[src/rtl/exc_sequencer_pkg.sv]
// Shared definitions for the precise-exception sequencer: cause codes, vector
// layout, Status bit positions, FSM encoding and capture/output payloads.
package exc_sequencer_pkg;

  localparam int unsigned XLEN  = 32;
  localparam int unsigned EXC_W = 5;
  localparam int unsigned INT_W = 6;

  localparam logic [XLEN-1:0] RESET_VECTOR    = 32'hBFC0_0000;
  localparam logic [XLEN-1:0] EBASE           = 32'h8000_0000;
  localparam logic [XLEN-1:0] VEC_OFS_REFILL  = 32'h0000_0000;
  localparam logic [XLEN-1:0] VEC_OFS_GENERAL = 32'h0000_0180;
  localparam logic [XLEN-1:0] VEC_OFS_BEV     = 32'h0000_0200;

  localparam int unsigned SR_IE     = 0;
  localparam int unsigned SR_EXL    = 1;
  localparam int unsigned SR_IM_LO  = 8;
  localparam int unsigned SR_IM_HW  = 10;
  localparam int unsigned SR_IM_HI  = 15;
  localparam int unsigned SR_BEV    = 22;

  localparam logic [EXC_W-1:0] EXC_INT  = 5'd0;
  localparam logic [EXC_W-1:0] EXC_MOD  = 5'd1;
  localparam logic [EXC_W-1:0] EXC_TLBL = 5'd2;
  localparam logic [EXC_W-1:0] EXC_TLBS = 5'd3;
  localparam logic [EXC_W-1:0] EXC_ADEL = 5'd4;
  localparam logic [EXC_W-1:0] EXC_ADES = 5'd5;
  localparam logic [EXC_W-1:0] EXC_SYS  = 5'd8;
  localparam logic [EXC_W-1:0] EXC_BP   = 5'd9;
  localparam logic [EXC_W-1:0] EXC_RI   = 5'd10;
  localparam logic [EXC_W-1:0] EXC_OV   = 5'd12;

  typedef enum logic [1:0] {
    ST_IDLE      = 2'd0,
    ST_COMMIT    = 2'd1,
    ST_REDIRECT  = 2'd2,
    ST_ERET_WAIT = 2'd3
  } seq_state_e;

  typedef struct packed {
    logic adel_if;
    logic tlbl_refill;
    logic tlbl_inv;
    logic ri;
    logic sys;
    logic bp;
    logic ov;
    logic adel;
    logic ades;
    logic tlbs_refill;
    logic tlbs_inv;
    logic tlb_mod;
  } exc_flags_t;

  typedef struct packed {
    logic [EXC_W-1:0] exccode;
    logic [XLEN-1:0]  epc;
    logic             bd;
    logic [XLEN-1:0]  badvaddr;
    logic             badvaddr_valid;
    logic [XLEN-1:0]  target;
  } exc_capture_t;

  typedef struct packed {
    logic             stall;
    logic             flush;
    logic             redirect_valid;
    logic [XLEN-1:0]  redirect_pc;
    logic             cp0_we;
    logic [XLEN-1:0]  cp0_epc;
    logic [EXC_W-1:0] cp0_exccode;
    logic             cp0_bd;
    logic             cp0_badvaddr_we;
    logic [XLEN-1:0]  cp0_badvaddr;
    logic             cp0_exl_set;
    logic             cp0_exl_clr;
  } seq_out_t;

  // Refill uses the dedicated offset only when entered from user/kernel (EXL=0).
  function automatic logic [XLEN-1:0] vector_target(input logic bev, input logic refill_fast);
    logic [XLEN-1:0] base;
    base = bev ? (RESET_VECTOR + VEC_OFS_BEV) : EBASE;
    return base + (refill_fast ? VEC_OFS_REFILL : VEC_OFS_GENERAL);
  endfunction

endpackage

[src/rtl/exc_sequencer_if.sv]
// Pipeline/CP0/fetch bundle around the exception sequencer; slave is the
// sequencer side, master is the core side.
interface exc_sequencer_if;
  import exc_sequencer_pkg::*;

  logic              mem_valid_i;
  logic [XLEN-1:0]   mem_pc_i;
  logic              mem_bd_i;
  logic [INT_W-1:0]  interrupt_i;
  logic              exc_adel_if_i;
  logic              exc_tlbl_refill_i;
  logic              exc_tlbl_inv_i;
  logic              exc_ri_i;
  logic              exc_sys_i;
  logic              exc_bp_i;
  logic              exc_ov_i;
  logic              exc_adel_i;
  logic              exc_ades_i;
  logic              exc_tlbs_refill_i;
  logic              exc_tlbs_inv_i;
  logic              exc_tlb_mod_i;
  logic              eret_i;
  logic [XLEN-1:0]   bad_vaddr_i;
  logic [XLEN-1:0]   cp0_status_i;
  logic [XLEN-1:0]   cp0_epc_i;
  logic              redirect_ready_i;

  logic              stall_o;
  logic              flush_o;
  logic              redirect_valid_o;
  logic [XLEN-1:0]   redirect_pc_o;
  logic              cp0_we_o;
  logic [XLEN-1:0]   cp0_epc_o;
  logic [EXC_W-1:0]  cp0_exccode_o;
  logic              cp0_bd_o;
  logic              cp0_badvaddr_we_o;
  logic [XLEN-1:0]   cp0_badvaddr_o;
  logic              cp0_exl_set_o;
  logic              cp0_exl_clr_o;

  modport slave (
    input  mem_valid_i, mem_pc_i, mem_bd_i, interrupt_i,
           exc_adel_if_i, exc_tlbl_refill_i, exc_tlbl_inv_i, exc_ri_i, exc_sys_i,
           exc_bp_i, exc_ov_i, exc_adel_i, exc_ades_i, exc_tlbs_refill_i,
           exc_tlbs_inv_i, exc_tlb_mod_i, eret_i, bad_vaddr_i, cp0_status_i,
           cp0_epc_i, redirect_ready_i,
    output stall_o, flush_o, redirect_valid_o, redirect_pc_o, cp0_we_o, cp0_epc_o,
           cp0_exccode_o, cp0_bd_o, cp0_badvaddr_we_o, cp0_badvaddr_o,
           cp0_exl_set_o, cp0_exl_clr_o
  );

  modport master (
    output mem_valid_i, mem_pc_i, mem_bd_i, interrupt_i,
           exc_adel_if_i, exc_tlbl_refill_i, exc_tlbl_inv_i, exc_ri_i, exc_sys_i,
           exc_bp_i, exc_ov_i, exc_adel_i, exc_ades_i, exc_tlbs_refill_i,
           exc_tlbs_inv_i, exc_tlb_mod_i, eret_i, bad_vaddr_i, cp0_status_i,
           cp0_epc_i, redirect_ready_i,
    input  stall_o, flush_o, redirect_valid_o, redirect_pc_o, cp0_we_o, cp0_epc_o,
           cp0_exccode_o, cp0_bd_o, cp0_badvaddr_we_o, cp0_badvaddr_o,
           cp0_exl_set_o, cp0_exl_clr_o
  );

endinterface

[src/rtl/exc_prio_enc.sv]
// Combinational cause priority encoder: picks the highest-priority pending
// cause and reports its ExcCode and whether BadVAddr / refill vector apply.
module exc_prio_enc
  import exc_sequencer_pkg::*;
(
  input  logic             int_pend,
  input  exc_flags_t       flags,
  output logic             any,
  output logic [EXC_W-1:0] exccode,
  output logic             badvaddr_valid,
  output logic             is_refill
);

  always_comb begin
    any            = 1'b1;
    exccode        = EXC_INT;
    badvaddr_valid = 1'b0;
    is_refill      = 1'b0;
    if (int_pend) begin
      exccode = EXC_INT;
    end else if (flags.adel_if) begin
      exccode = EXC_ADEL;  badvaddr_valid = 1'b1;
    end else if (flags.tlbl_refill) begin
      exccode = EXC_TLBL;  badvaddr_valid = 1'b1;  is_refill = 1'b1;
    end else if (flags.tlbl_inv) begin
      exccode = EXC_TLBL;  badvaddr_valid = 1'b1;
    end else if (flags.ri) begin
      exccode = EXC_RI;
    end else if (flags.sys) begin
      exccode = EXC_SYS;
    end else if (flags.bp) begin
      exccode = EXC_BP;
    end else if (flags.ov) begin
      exccode = EXC_OV;
    end else if (flags.adel) begin
      exccode = EXC_ADEL;  badvaddr_valid = 1'b1;
    end else if (flags.ades) begin
      exccode = EXC_ADES;  badvaddr_valid = 1'b1;
    end else if (flags.tlbs_refill) begin
      exccode = EXC_TLBS;  badvaddr_valid = 1'b1;  is_refill = 1'b1;
    end else if (flags.tlbs_inv) begin
      exccode = EXC_TLBS;  badvaddr_valid = 1'b1;
    end else if (flags.tlb_mod) begin
      exccode = EXC_MOD;   badvaddr_valid = 1'b1;
    end else begin
      any = 1'b0;
    end
  end

endmodule

[src/rtl/exc_sequencer.sv]
// Precise-exception / ERET sequencer: captures the winning MEM-stage cause,
// commits CP0 state, flushes and stalls the pipe and redirects fetch.
module exc_sequencer
  import exc_sequencer_pkg::*;
(
  input  logic              clk,
  input  logic              rst_n,
  exc_sequencer_if.slave    bus
);

  logic [INT_W-1:0] int_meta;
  logic [INT_W-1:0] int_sync;

  seq_state_e   state_q, state_d;
  exc_capture_t cap_q, cap_d;
  seq_out_t     out_q, out_d;

  logic             int_pend;
  exc_flags_t       flags;
  logic             enc_any;
  logic [EXC_W-1:0] enc_code;
  logic             enc_bv_valid;
  logic             enc_refill;

  logic             sr_ie;
  logic             sr_exl;
  logic             sr_bev;
  logic [INT_W-1:0] sr_im_hw;
  logic             unused_status;

  assign sr_ie         = bus.cp0_status_i[SR_IE];
  assign sr_exl        = bus.cp0_status_i[SR_EXL];
  assign sr_bev        = bus.cp0_status_i[SR_BEV];
  assign sr_im_hw      = bus.cp0_status_i[SR_IM_HI:SR_IM_HW];
  assign unused_status = ^{bus.cp0_status_i[31:23], bus.cp0_status_i[21:16],
                           bus.cp0_status_i[SR_IM_HW-1:SR_IM_LO], bus.cp0_status_i[7:2]};

  // Two-flop synchroniser for the asynchronous interrupt lines.
  always_ff @(posedge clk or negedge rst_n) begin
    if (!rst_n) begin
      int_meta <= '0;
      int_sync <= '0;
    end else begin
      int_meta <= bus.interrupt_i;
      int_sync <= int_meta;
    end
  end

  assign int_pend = (|(int_sync & sr_im_hw)) & sr_ie & ~sr_exl;

  assign flags = '{
    adel_if:     bus.exc_adel_if_i,
    tlbl_refill: bus.exc_tlbl_refill_i,
    tlbl_inv:    bus.exc_tlbl_inv_i,
    ri:          bus.exc_ri_i,
    sys:         bus.exc_sys_i,
    bp:          bus.exc_bp_i,
    ov:          bus.exc_ov_i,
    adel:        bus.exc_adel_i,
    ades:        bus.exc_ades_i,
    tlbs_refill: bus.exc_tlbs_refill_i,
    tlbs_inv:    bus.exc_tlbs_inv_i,
    tlb_mod:     bus.exc_tlb_mod_i
  };

  exc_prio_enc u_prio (
    .int_pend       (int_pend),
    .flags          (flags),
    .any            (enc_any),
    .exccode        (enc_code),
    .badvaddr_valid (enc_bv_valid),
    .is_refill      (enc_refill)
  );

  always_ff @(posedge clk or negedge rst_n) begin
    if (!rst_n) begin
      state_q <= ST_IDLE;
      cap_q   <= '0;
      out_q   <= '0;
    end else begin
      state_q <= state_d;
      cap_q   <= cap_d;
      out_q   <= out_d;
    end
  end

  // Next state, capture, and next-cycle outputs (registered from state_d/cap_d).
  always_comb begin
    state_d = state_q;
    cap_d   = cap_q;
    out_d   = '0;

    case (state_q)
      ST_IDLE: begin
        if (bus.mem_valid_i && enc_any) begin
          state_d              = ST_COMMIT;
          cap_d.exccode        = enc_code;
          cap_d.epc            = sr_exl ? bus.cp0_epc_i
                               : (bus.mem_bd_i ? bus.mem_pc_i - XLEN'(4) : bus.mem_pc_i);
          cap_d.bd             = bus.mem_bd_i;
          cap_d.badvaddr       = bus.bad_vaddr_i;
          cap_d.badvaddr_valid = enc_bv_valid;
          cap_d.target         = vector_target(sr_bev, enc_refill & ~sr_exl);
        end else if (bus.mem_valid_i && bus.eret_i) begin
          state_d      = ST_ERET_WAIT;
          cap_d.target = bus.cp0_epc_i;
        end
      end
      ST_COMMIT:    state_d = ST_REDIRECT;
      ST_REDIRECT,
      ST_ERET_WAIT: if (bus.redirect_ready_i) state_d = ST_IDLE;
      default:      state_d = ST_IDLE;
    endcase

    out_d.stall = (state_d != ST_IDLE);

    if (state_d == ST_COMMIT) begin
      out_d.cp0_we          = 1'b1;
      out_d.flush           = 1'b1;
      out_d.cp0_exl_set     = 1'b1;
      out_d.cp0_epc         = cap_d.epc;
      out_d.cp0_exccode     = cap_d.exccode;
      out_d.cp0_bd          = cap_d.bd;
      out_d.cp0_badvaddr_we = cap_d.badvaddr_valid;
      out_d.cp0_badvaddr    = cap_d.badvaddr_valid ? cap_d.badvaddr : '0;
    end

    if (state_d == ST_REDIRECT || state_d == ST_ERET_WAIT) begin
      out_d.redirect_valid = 1'b1;
      out_d.redirect_pc    = cap_d.target;
    end

    // ERET entry cycle: kill younger instructions and drop EXL once.
    if (state_q == ST_IDLE && state_d == ST_ERET_WAIT) begin
      out_d.flush       = 1'b1;
      out_d.cp0_exl_clr = 1'b1;
    end
  end

  assign bus.stall_o           = out_q.stall;
  assign bus.flush_o           = out_q.flush;
  assign bus.redirect_valid_o  = out_q.redirect_valid;
  assign bus.redirect_pc_o     = out_q.redirect_pc;
  assign bus.cp0_we_o          = out_q.cp0_we;
  assign bus.cp0_epc_o         = out_q.cp0_epc;
  assign bus.cp0_exccode_o     = out_q.cp0_exccode;
  assign bus.cp0_bd_o          = out_q.cp0_bd;
  assign bus.cp0_badvaddr_we_o = out_q.cp0_badvaddr_we;
  assign bus.cp0_badvaddr_o    = out_q.cp0_badvaddr;
  assign bus.cp0_exl_set_o     = out_q.cp0_exl_set;
  assign bus.cp0_exl_clr_o     = out_q.cp0_exl_clr;

endmodule

[src/flat_wrapper.sv]
// flat-port wrapper written by rule: the top's interface ports become plain ports
module exc_sequencer_flat import exc_sequencer_pkg::*;
  (clk, rst_n, bus_mem_valid_i, bus_mem_pc_i, bus_mem_bd_i, bus_interrupt_i, bus_exc_adel_if_i, bus_exc_tlbl_refill_i, bus_exc_tlbl_inv_i, bus_exc_ri_i, bus_exc_sys_i, bus_exc_bp_i, bus_exc_ov_i, bus_exc_adel_i, bus_exc_ades_i, bus_exc_tlbs_refill_i, bus_exc_tlbs_inv_i, bus_exc_tlb_mod_i, bus_eret_i, bus_bad_vaddr_i, bus_cp0_status_i, bus_cp0_epc_i, bus_redirect_ready_i, bus_stall_o, bus_flush_o, bus_redirect_valid_o, bus_redirect_pc_o, bus_cp0_we_o, bus_cp0_epc_o, bus_cp0_exccode_o, bus_cp0_bd_o, bus_cp0_badvaddr_we_o, bus_cp0_badvaddr_o, bus_cp0_exl_set_o, bus_cp0_exl_clr_o);
  exc_sequencer_if bus_i ();
  input  logic clk;
  input  logic rst_n;
  input wire logic [$bits(bus_i.mem_valid_i)-1:0] bus_mem_valid_i;
  input wire logic [$bits(bus_i.mem_pc_i)-1:0] bus_mem_pc_i;
  input wire logic [$bits(bus_i.mem_bd_i)-1:0] bus_mem_bd_i;
  input wire logic [$bits(bus_i.interrupt_i)-1:0] bus_interrupt_i;
  input wire logic [$bits(bus_i.exc_adel_if_i)-1:0] bus_exc_adel_if_i;
  input wire logic [$bits(bus_i.exc_tlbl_refill_i)-1:0] bus_exc_tlbl_refill_i;
  input wire logic [$bits(bus_i.exc_tlbl_inv_i)-1:0] bus_exc_tlbl_inv_i;
  input wire logic [$bits(bus_i.exc_ri_i)-1:0] bus_exc_ri_i;
  input wire logic [$bits(bus_i.exc_sys_i)-1:0] bus_exc_sys_i;
  input wire logic [$bits(bus_i.exc_bp_i)-1:0] bus_exc_bp_i;
  input wire logic [$bits(bus_i.exc_ov_i)-1:0] bus_exc_ov_i;
  input wire logic [$bits(bus_i.exc_adel_i)-1:0] bus_exc_adel_i;
  input wire logic [$bits(bus_i.exc_ades_i)-1:0] bus_exc_ades_i;
  input wire logic [$bits(bus_i.exc_tlbs_refill_i)-1:0] bus_exc_tlbs_refill_i;
  input wire logic [$bits(bus_i.exc_tlbs_inv_i)-1:0] bus_exc_tlbs_inv_i;
  input wire logic [$bits(bus_i.exc_tlb_mod_i)-1:0] bus_exc_tlb_mod_i;
  input wire logic [$bits(bus_i.eret_i)-1:0] bus_eret_i;
  input wire logic [$bits(bus_i.bad_vaddr_i)-1:0] bus_bad_vaddr_i;
  input wire logic [$bits(bus_i.cp0_status_i)-1:0] bus_cp0_status_i;
  input wire logic [$bits(bus_i.cp0_epc_i)-1:0] bus_cp0_epc_i;
  input wire logic [$bits(bus_i.redirect_ready_i)-1:0] bus_redirect_ready_i;
  output wire logic [$bits(bus_i.stall_o)-1:0] bus_stall_o;
  output wire logic [$bits(bus_i.flush_o)-1:0] bus_flush_o;
  output wire logic [$bits(bus_i.redirect_valid_o)-1:0] bus_redirect_valid_o;
  output wire logic [$bits(bus_i.redirect_pc_o)-1:0] bus_redirect_pc_o;
  output wire logic [$bits(bus_i.cp0_we_o)-1:0] bus_cp0_we_o;
  output wire logic [$bits(bus_i.cp0_epc_o)-1:0] bus_cp0_epc_o;
  output wire logic [$bits(bus_i.cp0_exccode_o)-1:0] bus_cp0_exccode_o;
  output wire logic [$bits(bus_i.cp0_bd_o)-1:0] bus_cp0_bd_o;
  output wire logic [$bits(bus_i.cp0_badvaddr_we_o)-1:0] bus_cp0_badvaddr_we_o;
  output wire logic [$bits(bus_i.cp0_badvaddr_o)-1:0] bus_cp0_badvaddr_o;
  output wire logic [$bits(bus_i.cp0_exl_set_o)-1:0] bus_cp0_exl_set_o;
  output wire logic [$bits(bus_i.cp0_exl_clr_o)-1:0] bus_cp0_exl_clr_o;
  assign bus_i.mem_valid_i = bus_mem_valid_i;
  assign bus_i.mem_pc_i = bus_mem_pc_i;
  assign bus_i.mem_bd_i = bus_mem_bd_i;
  assign bus_i.interrupt_i = bus_interrupt_i;
  assign bus_i.exc_adel_if_i = bus_exc_adel_if_i;
  assign bus_i.exc_tlbl_refill_i = bus_exc_tlbl_refill_i;
  assign bus_i.exc_tlbl_inv_i = bus_exc_tlbl_inv_i;
  assign bus_i.exc_ri_i = bus_exc_ri_i;
  assign bus_i.exc_sys_i = bus_exc_sys_i;
  assign bus_i.exc_bp_i = bus_exc_bp_i;
  assign bus_i.exc_ov_i = bus_exc_ov_i;
  assign bus_i.exc_adel_i = bus_exc_adel_i;
  assign bus_i.exc_ades_i = bus_exc_ades_i;
  assign bus_i.exc_tlbs_refill_i = bus_exc_tlbs_refill_i;
  assign bus_i.exc_tlbs_inv_i = bus_exc_tlbs_inv_i;
  assign bus_i.exc_tlb_mod_i = bus_exc_tlb_mod_i;
  assign bus_i.eret_i = bus_eret_i;
  assign bus_i.bad_vaddr_i = bus_bad_vaddr_i;
  assign bus_i.cp0_status_i = bus_cp0_status_i;
  assign bus_i.cp0_epc_i = bus_cp0_epc_i;
  assign bus_i.redirect_ready_i = bus_redirect_ready_i;
  assign bus_stall_o = bus_i.stall_o;
  assign bus_flush_o = bus_i.flush_o;
  assign bus_redirect_valid_o = bus_i.redirect_valid_o;
  assign bus_redirect_pc_o = bus_i.redirect_pc_o;
  assign bus_cp0_we_o = bus_i.cp0_we_o;
  assign bus_cp0_epc_o = bus_i.cp0_epc_o;
  assign bus_cp0_exccode_o = bus_i.cp0_exccode_o;
  assign bus_cp0_bd_o = bus_i.cp0_bd_o;
  assign bus_cp0_badvaddr_we_o = bus_i.cp0_badvaddr_we_o;
  assign bus_cp0_badvaddr_o = bus_i.cp0_badvaddr_o;
  assign bus_cp0_exl_set_o = bus_i.cp0_exl_set_o;
  assign bus_cp0_exl_clr_o = bus_i.cp0_exl_clr_o;
  exc_sequencer u_core (.clk(clk), .rst_n(rst_n), .bus(bus_i));
endmodule
[config.mk]
export PLATFORM = sky130hd
export DESIGN_NAME = exc_sequencer_flat
export DESIGN_NICKNAME = d
export VERILOG_FILES = /design/src/rtl/exc_sequencer_pkg.sv /design/src/rtl/exc_sequencer_if.sv /design/src/rtl/exc_prio_enc.sv /design/src/rtl/exc_sequencer.sv /design/src/flat_wrapper.sv
export SDC_FILE = /design/constraint.sdc
export NUM_CORES = 1
export LEC_CHECK = 0
export CORE_UTILIZATION = 38
export CTS_CLUSTER_DIAMETER = 120
export DETAILED_ROUTE_END_ITERATION = 12
export PLACE_DENSITY = 0.75
export SETUP_SLACK_MARGIN = 0.5
export SKIP_CTS_REPAIR_TIMING = 1
export SYNTH_ARGS = -nofsm -noshare
export SYNTH_HDL_FRONTEND = slang
export SYNTH_HIERARCHICAL = 1
export SYNTH_SLANG_ARGS = --single-unit
[constraint.sdc]
create_clock -name clk -period 2 [get_ports clk]
set_input_delay 0.4 -clock clk [delete_from_list [all_inputs] [get_ports clk]]
set_output_delay 0.4 -clock clk [all_outputs]
set_load 0.005 [all_outputs]
==> results.toml, run 1 <==
[hold_path]
hold_depth = 0
min_to = "u_core/int_sync[2]$_DFF_PN0_"
hold_path.startpoint = "u_core/int_meta[2]$_DFF_PN0_"
hp-class = "reg2reg"

[timing]
fmax_mhz = 448.1
finalWorstSetupSlack_ns = -0.2316
setup_violations = 118
timing.final.crit_share = 1.116
tightest_slew_ns = 0.5446
finalClockSkew_ns = 0.01362
finalHoldViolCount = 0
fin_crit_ns = 2.232
rsz0062_at_grt = "yes"
drv_slew = 0
max_slew_margin = 0.6361

[layout]
n_antenna_cell = 0
syn_to_final_growth_pct = 80.41
instances_no_fill = 1111
final_core_util = 0.7064
nets = 1035
mostFrequentLayoutCell = "dfrtp_1"
fillCellCount = 1111
final_cell_mix = "dfrtp_1 (154), dlymetal6s2s_1 (122), clkdlybuf4s50_1 (113)"
drive_above_1_share = 0.2682

[floorplanning]
row_count = 46
initial_core_util = 0.3915
die_h_um = 130.4
io_pins = 261
core_region_area_mm2 = 0.01600
fp.dieW_um = 130.4
die-area_mm2 = 0.01700

[outcome]
status = "finished, violations left"
violations = "setup timing"

[logic_synthesis]
synth_seq_area_share = 0.6151
synth-simple-area-share = 0.2123
synth_fa_ha_area_frac = 0.001997
synth_compound_area_frac = 0.09287
synth_top_family_by_area = "simple AND/OR/NAND/NOR gates"
postSynthCellCount = 544
synth_cell_types = 60
avgSynthCellArea_um2 = 11.52
synth_flop_cell = "dfrtp_1"
ys_ff_latch = 154
synth_xor_xnor_area_share = 0.01957
synth_area_mm2 = 0.006265
ys_warn_count = 6
postSynth.asyncResetShare = 1.000
synth_edf_count = 0
synthesis.nets = 697
synthMuxAreaShare = 0.02576

[clock_network]
clk_latency_ns = 0.43
clock-root-buffer = "clkbuf_16"
numClockSinks = 154
cts_tree = "done"
cts.clk_slew.worst_paths_ns = 0.06
cts_buffer_depth = 2
htree_levels = 4
numCtsBuffers = 17

[placement]
dp_cells = 1056
portBuffers = 237
place_hpwl_mm = 14.30
gp_congestion = 0.8854
post-place-ws_ns = -0.7058

[setup_path]
cp_top_family = "simple AND/OR/NAND/NOR gates"
worstPathRequired_ns = 2.36
path_buf_inv = 2
cp_slowest_cell = "or4_4"
worstPathArrival_ns = 2.59
reg2reg_from = "u_core/int_sync[1]$_DFF_PN0_"
max_stage_delay_ns = 0.48
r2r-end = "u_core/bus.cp0_epc_o[31]$_DFF_PN0_"
path_cells = "a22oi_1, nand3_1, and3_4, nor2_4, nand4_1, nand4bb_1, buf_6, clkinv_8, nand2_4, or4_4, mux2_4, nand2_2"
reg2reg_setup_slack_ns = -0.23
path_class = "reg2reg"
cp_max_fo = 6
reg2reg_depth = 12
cp-start-kind = "flip-flop"
worst_setup_path_end_kind = "flip-flop"

[grt]
grt_max_degree = 50
grt-ovfl-total = 0
track_usage = 0.2317
antenna_found_initial = 0
first_global_vias = 5774
grt_pass1_wl_mm = 29.42

[route]
num_vias = 5732
drt-total-wl_mm = 21.99
first_pass_iters = 4
drt_drc_violations_left = 0
via_per_inst = 5.159
postRouteAntennaNets = 0
wl_per_cell_um = 19.79
drtIter0Drc = 257

[power]
p_total_mw = 10.90
p_leak_nw = 6.837
power.density_mw_per_mm2 = 964.2
peakVddDrop_v = 0.0007998

[run]
max_cap_violations = 0
==> logic make-up after synthesis <==
family	count (synthesis)
compound gates	83
xor+xnor	14
fa+ha+maj	1
buf+inv	44
flops	154
mux	14
other cells	1
simple gates	233
==> power by group <==
group	switching [mW]	total [mW]	internal [mW]
clock	1.42	3.45	2.03
combinational	1.65	3.59	1.95
sequential	0.236	3.86	3.62
==> per-stage QoR <==
| step | instance area (µm²) | hold slack, ns | setup TNS (ns) |
|---|---|---|---|
| after floorplan | 6460 | 0.1044 | -0.09145 |
| after global placement | 9633 | 0.3339 | -71.65 |
| after detailed placement | 9633 | 0.3347 | -79.69 |
| after CTS | 10260 | -0.1066 | -18.73 |
| after global routing | 11300 | 0.3572 | -28.32 |
| final | 11300 | 0.3481 | -11.77 |
==> cells in the mapped netlist (all sizes together) (2+ instances only) <==
master   number  share of area
mux2i         9          0.014
nand2        22          0.013
nand2b        7         0.0070
dfrtp       154           0.62
a211oi        3         0.0036
a31oi         3         0.0030
nor4         11          0.016
nand4         6         0.0084
nor3         17          0.014
inv           8         0.0048
clkbuf       28          0.019
o31ai         4         0.0048
o22ai        12          0.012
nor4b         2         0.0052
nor2b        26          0.026
nor3b         2         0.0024
nand4bb       2         0.0036
or3           5         0.0058
o211a         3         0.0048
buf           7         0.0078
mux2          5          0.011
a22o         20          0.028
xor2          4         0.0056
nor2         67          0.040
o21a          5         0.0060
and2         11          0.011
a22oi         3         0.0036
and3         36          0.036
nand3         7         0.0056
xnor2        10          0.014
or4           7         0.0096
o21ai        15          0.012
a21oi        10         0.0080
==> worst max-delay path by stage <==
stage | cells past startpoint | from | endpoint
after CTS | 13 | bus_cp0_status_i[10] | u_core/bus.cp0_epc_o[31]$_DFF_PN0_
after floorplan | 12 | bus_cp0_status_i[1] | u_core/bus.cp0_epc_o[31]$_DFF_PN0_
after global placement | 9 | bus_exc_tlbs_inv_i | u_core/bus.redirect_pc_o[31]$_DFF_PN0_
final | 12 | u_core/int_sync[1]$_DFF_PN0_ | u_core/bus.cp0_epc_o[31]$_DFF_PN0_
after global routing | 12 | u_core/int_sync[0]$_DFF_PN0_ | u_core/bus.cp0_epc_o[31]$_DFF_PN0_
after detailed placement | 9 | bus_exc_tlbs_inv_i | u_core/bus.redirect_pc_o[31]$_DFF_PN0_
==> metal layers <==
metal,part of all wire,track usage,up-vias
li1,-,-,2590
met1,0.39,0.2767,2864
met3,0.060,0.05415,44
met2,0.52,0.4002,234
met4,0.029,0.1014,0
met5,0,0,-
==> area by class of cell <==
cell class	instances	area (µm²)	area share
clock inverter	14	195.2	0.01727
multi-input combinational	346	2660	0.2354
inverter	9	68.82	0.006089
tap	216	270.3	0.02391
clock buffer	18	429.2	0.03797
timing repair buffer	354	3825	0.3384
sequential	154	3854	0.3410
==> state kept, by name, indices dropped and copies added, names as in the netlist, 2 cells and up <==
name                       flops
u_core/state_q                 2
u_core/int_sync                6
u_core/bus.cp0_badvaddr_o     32
u_core/bus.redirect_pc_o      32
u_core/bus.cp0_exccode_o       5
u_core/cap_q                  32
u_core/bus.cp0_epc_o          32
u_core/int_meta                6
Note: power is estimated with default switching activity, not from simulation.
==> run 2, diff against run 1 <==
Settings changed: RECOVER_POWER from default to 100.
==> run 2 against run 1 <==
The run still ends with setup timing left. Largest cell class unchanged. Design area fell by 2.6%. Die area is the same. Fmax about the same. Sequential share of layout area is 0.92 points higher. Clock power hardly changed. Critical endpoint unchanged. Flip-flop and latch count is the same. Worst setup slack barely moved.
==> results.toml, run 2 (synthesis gave the netlist of run 1 again) <==
[timing]
drv_slew = 0
tightest_slew_ns = 1.062
finalWorstSetupSlack_ns = -0.2319
max_slew_margin = 0.2920
fmax_mhz = 448.1
finalClockSkew_ns = 0.01469
finalHoldViolCount = 0
timing.final.crit_share = 1.116
fin_crit_ns = 2.232
setup_violations = 119
hold_ws_ns = 0.3481
rsz0062_at_grt = "yes"

[floorplanning]
die_h_um = 130.4
fp.dieW_um = 130.4
row_count = 46
die-area_mm2 = 0.01700
initial_core_util = 0.3915
core_region_area_mm2 = 0.01600
io_pins = 261

[layout]
syn_to_final_growth_pct = 75.67
mostFrequentLayoutCell = "dfrtp_1"
seqCellArea_mm2 = 0.003854
n_antenna_cell = 0
final_cell_mix = "dfrtp_1 (154), clkdlybuf4s25_1 (109), clkdlybuf4s50_1 (107)"
multi_input_area_mm2 = 0.002660
drive_above_1_share = 0.2682
nets = 1035
fillCellCount = 1203
final_core_util = 0.6878
finalInstanceArea_mm2 = 0.01101

[power]
p_total_mw = 10.88
power.density_mw_per_mm2 = 989.0
peakVddDrop_v = 0.0007980
p_leak_nw = 4.956

[clock_network]
htree_levels = 4
cts_buffer_depth = 2
cts.clk_slew.worst_paths_ns = 0.06
clk_latency_ns = 0.43
numCtsBuffers = 17
numClockSinks = 154
cts_tree = "done"
clock-root-buffer = "clkbuf_16"

[setup_path]
reg2reg_from = "u_core/int_sync[1]$_DFF_PN0_"
cp-start-kind = "flip-flop"
reg2reg_setup_slack_ns = -0.23
worstPathArrival_ns = 2.59
max_stage_delay_ns = 0.48
path_buf_inv = 2
worst_setup_path_end_kind = "flip-flop"
path_cells = "a22oi_1, nand3_1, and3_4, nor2_4, nand4_1, nand4bb_1, buf_6, clkinv_8, nand2_4, or4_4, mux2_4, nand2_2"
reg2reg_depth = 12
worstPathRequired_ns = 2.36
path_class = "reg2reg"
cp_slowest_cell = "or4_4"
cp_max_fo = 6
cp_top_family = "simple AND/OR/NAND/NOR gates"
r2r-end = "u_core/bus.cp0_epc_o[31]$_DFF_PN0_"

[route]
num_vias = 5692
drtIter0Drc = 315
postRouteAntennaNets = 0
wl_per_cell_um = 19.69
drt_drc_violations_left = 0
first_pass_iters = 4
drt-total-wl_mm = 21.87
via_per_inst = 5.123

[outcome]
status = "finished, violations left"
violations = "setup timing"

[hold_path]
hold_depth = 0
min_to = "u_core/int_sync[2]$_DFF_PN0_"
hp-class = "reg2reg"
hold_path.startpoint = "u_core/int_meta[2]$_DFF_PN0_"

[grt]
track_usage = 0.2317
antenna_found_initial = 0
grt_pass1_wl_mm = 29.42
first_global_vias = 5774
grt_max_degree = 50
grt-ovfl-total = 0

[placement]
place_hpwl_mm = 14.30
placed_area_mm2 = 0.009633
portBuffers = 237
post-place-ws_ns = -0.7058
gp_congestion = 0.8854

[run]
max_cap_violations = 0
[run 2: changes by cell type in the layout (fill, tap and decap cells not counted), sizes merged]
cell and change:
buf -2, clkbuf +2, clkdlybuf4s25 +109, clkdlybuf4s50 -6, dlygate4sd3 +6, dlymetal6s2s -109
[run 2: worst max-delay path by stage]
stage,depth (start not counted),slack [ns],end,startpoint
after global placement,9,-0.63,u_core/bus.redirect_pc_o[31]$_DFF_PN0_,bus_exc_tlbs_inv_i
after global routing,12,-0.33,u_core/bus.cp0_epc_o[31]$_DFF_PN0_,u_core/int_sync[0]$_DFF_PN0_
after CTS,13,-0.27,u_core/bus.cp0_epc_o[31]$_DFF_PN0_,bus_cp0_status_i[10]
final,12,-0.23,u_core/bus.cp0_epc_o[31]$_DFF_PN0_,u_core/int_sync[1]$_DFF_PN0_
after detailed placement,9,-0.71,u_core/bus.redirect_pc_o[31]$_DFF_PN0_,bus_exc_tlbs_inv_i
after floorplan,12,-0.07,u_core/bus.cp0_epc_o[31]$_DFF_PN0_,bus_cp0_status_i[1]
[run 2: area by class of cell]
class / count / share of cell area
well taps: 216 / 0.02456
clock inverters: 14 / 0.01774
multi-input cells: 346 / 0.2417
inverters: 9 / 0.006253
clock buffers: 18 / 0.03899
flip-flops and latches: 154 / 0.3502
repair buffers: 354 / 0.3206
[run 2: per-stage QoR]
step	std cells	setup TNS [ns]
6_report	1111	-11.52
5_1_grt	1111	-28.32
4_1_cts	1088	-18.73
3_5_place_dp	1056	-79.69
3_3_place_gp	1056	-71.65
2_1_floorplan	544	-0.09145
[run 2: report_power, final]
group	switching (mW)	total, mW	internal (mW)
Combinational	1.65	3.57	1.92
Sequential	0.253	3.88	3.62
Clock	1.41	3.44	2.03
[run 2: per-layer routing]
| layer | track usage | vias to the layer above | wire, µm |
|---|---|---|---|
| li1 | - | 2593 | - |
| met5 | 0 | - | 0 |
| met4 | 0.1014 | 0 | 632 |
| met3 | 0.05415 | 45 | 1214 |
| met2 | 0.4002 | 206 | 11390 |
| met1 | 0.2767 | 2848 | 8638 |
==> run 3, diff against run 2 <==
Settings changed: CORE_UTILIZATION 38 to 42, PLACE_DENSITY 0.75 to 0.79.
Clock period 2 ns to 2.2 ns, I/O delays scaled along.
==> run 3 against run 2 <==
The flow still finishes with violations (setup timing). Worst setup slack gained 0.21 ns. Via count grew 8.2%. Wire length rose by 18%. Sequential power down 9.0%. Hold slack lost 0.00053 ns. Critical endpoint is now u_core/cap_q[27]$_DFF_PN0_. Largest cell class unchanged. Highest routed layer unchanged.
==> results.toml, run 3 (synthesis gave the netlist of run 1 again) <==
[power]
clockPowerShare = 0.277
pwr-share-seq = 0.356
peakVddDrop_v = 0.0005439
p_leak_nw = 5.155
power.density_mw_per_mm2 = 862.8
p_sw_mw = 3.219
netSwitchingFraction = 0.3246
p_comb_frac = 0.367
intPower_mw = 6.698

[route]
wl_per_cell_um = 23.68
drt-total-wl_mm = 25.91
via_per_inst = 5.628
drt_drc_violations_left = 0
drtIter0Drc = 444
dr_wl_met3_mm = 2.131
wl_met1_mm = 9.225
highest_layer = "met4"
wl_met2_mm = 13.25
num_vias = 6157
postRouteAntennaNets = 0
first_pass_iters = 5

[layout]
final_cell_mix = "dfrtp_1 (154), clkdlybuf4s25_1 (107), clkdlybuf4s50_1 (92)"
nets = 1049
mostFrequentLayoutCell = "dfrtp_1"
instances_no_fill = 1094
syn_to_final_growth_pct = 83.48
drive_above_1_share = 0.3498
finalInstanceArea_mm2 = 0.01149
final_core_util = 0.7909

[setup_path]
path_class = "reg2reg"
cp_slowest_cell = "dfrtp_1"
cp_top_family = "simple AND/OR/NAND/NOR gates"
cp-start-kind = "flip-flop"
path_buf_inv = 3
worstPathRequired_ns = 2.49
cp_max_fo = 7
worstPathArrival_ns = 2.51
worst_setup_path_end_kind = "flip-flop"
max_stage_delay_ns = 0.37
path_cells = "a22oi_1, nand3_1, and3_4, nor2_4, nand4_1, buf_4, nor2b_4, nand2_4, buf_8, buf_12, o22ai_4, nor2_1"

[floorplanning]
io_pins = 261
initial_core_util = 0.4310
die_h_um = 124.1
fp.dieW_um = 124.1
row_count = 44
die-area_mm2 = 0.01541
core_region_area_mm2 = 0.01453

[timing]
finalWorstSetupSlack_ns = -0.02043
finalClockSkew_ns = 0.01947
hold_ws_ns = 0.3476
drv_slew = 0
fin_crit_ns = 2.220
max_slew_margin = 0.4381
setup_violations = 4
timing.final.crit_share = 1.009
fmax_mhz = 450.4
rsz0062_at_grt = "yes"
finalHoldViolCount = 0
tightest_slew_ns = 0.8428

[clock_network]
cts_buffer_depth = 2
htree_levels = 4
numCtsBuffers = 17
clock-root-buffer = "clkbuf_16"
cts_tree = "done"
numClockSinks = 154
clk_latency_ns = 0.44
cts.clk_slew.worst_paths_ns = 0.06

[outcome]
violations = "setup timing"
status = "finished, violations left"

[run]
max_cap_violations = 0

[placement]
placed_area_mm2 = 0.009522
gp_congestion = 0.8926
post-place-ws_ns = -0.6405
place_hpwl_mm = 14.51
portBuffers = 237
dp_cells = 1014

[grt]
grt_pass1_wl_mm = 29.35
first_global_vias = 5583
grt_max_degree = 54
track_usage = 0.2603
grt-ovfl-total = 0
antenna_found_initial = 1

[hold_path]
hp-class = "reg2reg"
## run 3: power by group through the flow
stage | Clock [mW] | Sequential (mW) | Combinational, mW
6_report | 2.75 | 3.53 | 3.64
5_1_grt | 2.90 | 3.57 | 3.80
4_1_cts | 2.72 | 3.48 | 2.43
3_5_place_dp | 0 | 3.52 | 2.41
3_3_place_gp | 0 | 3.51 | 2.35
2_1_floorplan | 0 | 3.53 | 0.968
## run 3: area by class of cell
| class | count | area (µm²) |
|---|---|---|
| diodes | 1 | 2.502 |
| clock buffers | 18 | 429.2 |
| clock inverters | 14 | 112.6 |
| fillers | 843 | 3039 |
| inverters | 9 | 68.82 |
| multi-input cells | 349 | 3054 |
| flip-flops and latches | 154 | 3854 |
| well taps | 184 | 230.2 |
| repair buffers | 365 | 3744 |
## run 3: metrics by stage
| step | total power, mW | TNS [ns] |
|---|---|---|
| finish | 9.917 | -0.06262 |
| global route | 10.27 | -1.904 |
| CTS | 8.630 | -7.630 |
| detailed placement | 5.928 | -64.33 |
| global placement | 5.859 | -51.05 |
| floorplan | 4.499 | 0 |
## run 3: routing by layer
metal	vias to the layer above	track usage
li1	2624	-
met1	3039	0.3133
met2	382	0.4448
met3	112	0.06548
met4	0	0.1042
met5	-	0
## run 3: worst paths after layout
kind	start	to	slack, ns	cells after the start
worst max-delay path	u_core/int_sync[3]$_DFF_PN0_	u_core/cap_q[27]$_DFF_PN0_	-0.02	12
worst min-delay path	u_core/int_meta[4]$_DFF_PN0_	u_core/int_sync[4]$_DFF_PN0_	0.35	0
worst max register to register	u_core/int_sync[3]$_DFF_PN0_	u_core/cap_q[27]$_DFF_PN0_	-0.02	12
worst min register to register	u_core/int_meta[4]$_DFF_PN0_	u_core/int_sync[4]$_DFF_PN0_	0.35	0
max in group asynchronous	rst_n	u_core/cap_q[5]$_DFF_PN0_	0.25	3
min in group asynchronous	rst_n	u_core/int_meta[4]$_DFF_PN0_	0.65	2
## run 3: worst reg2reg max path: cells and delay by family, from the launching register on
family | cells | cell delay, ns
and+or+nand+nor | 7 | 0.85
buffers and inverters | 3 | 0.54
DFF | 1 | 0.37
AOI/OAI and AO/OA | 2 | 0.33
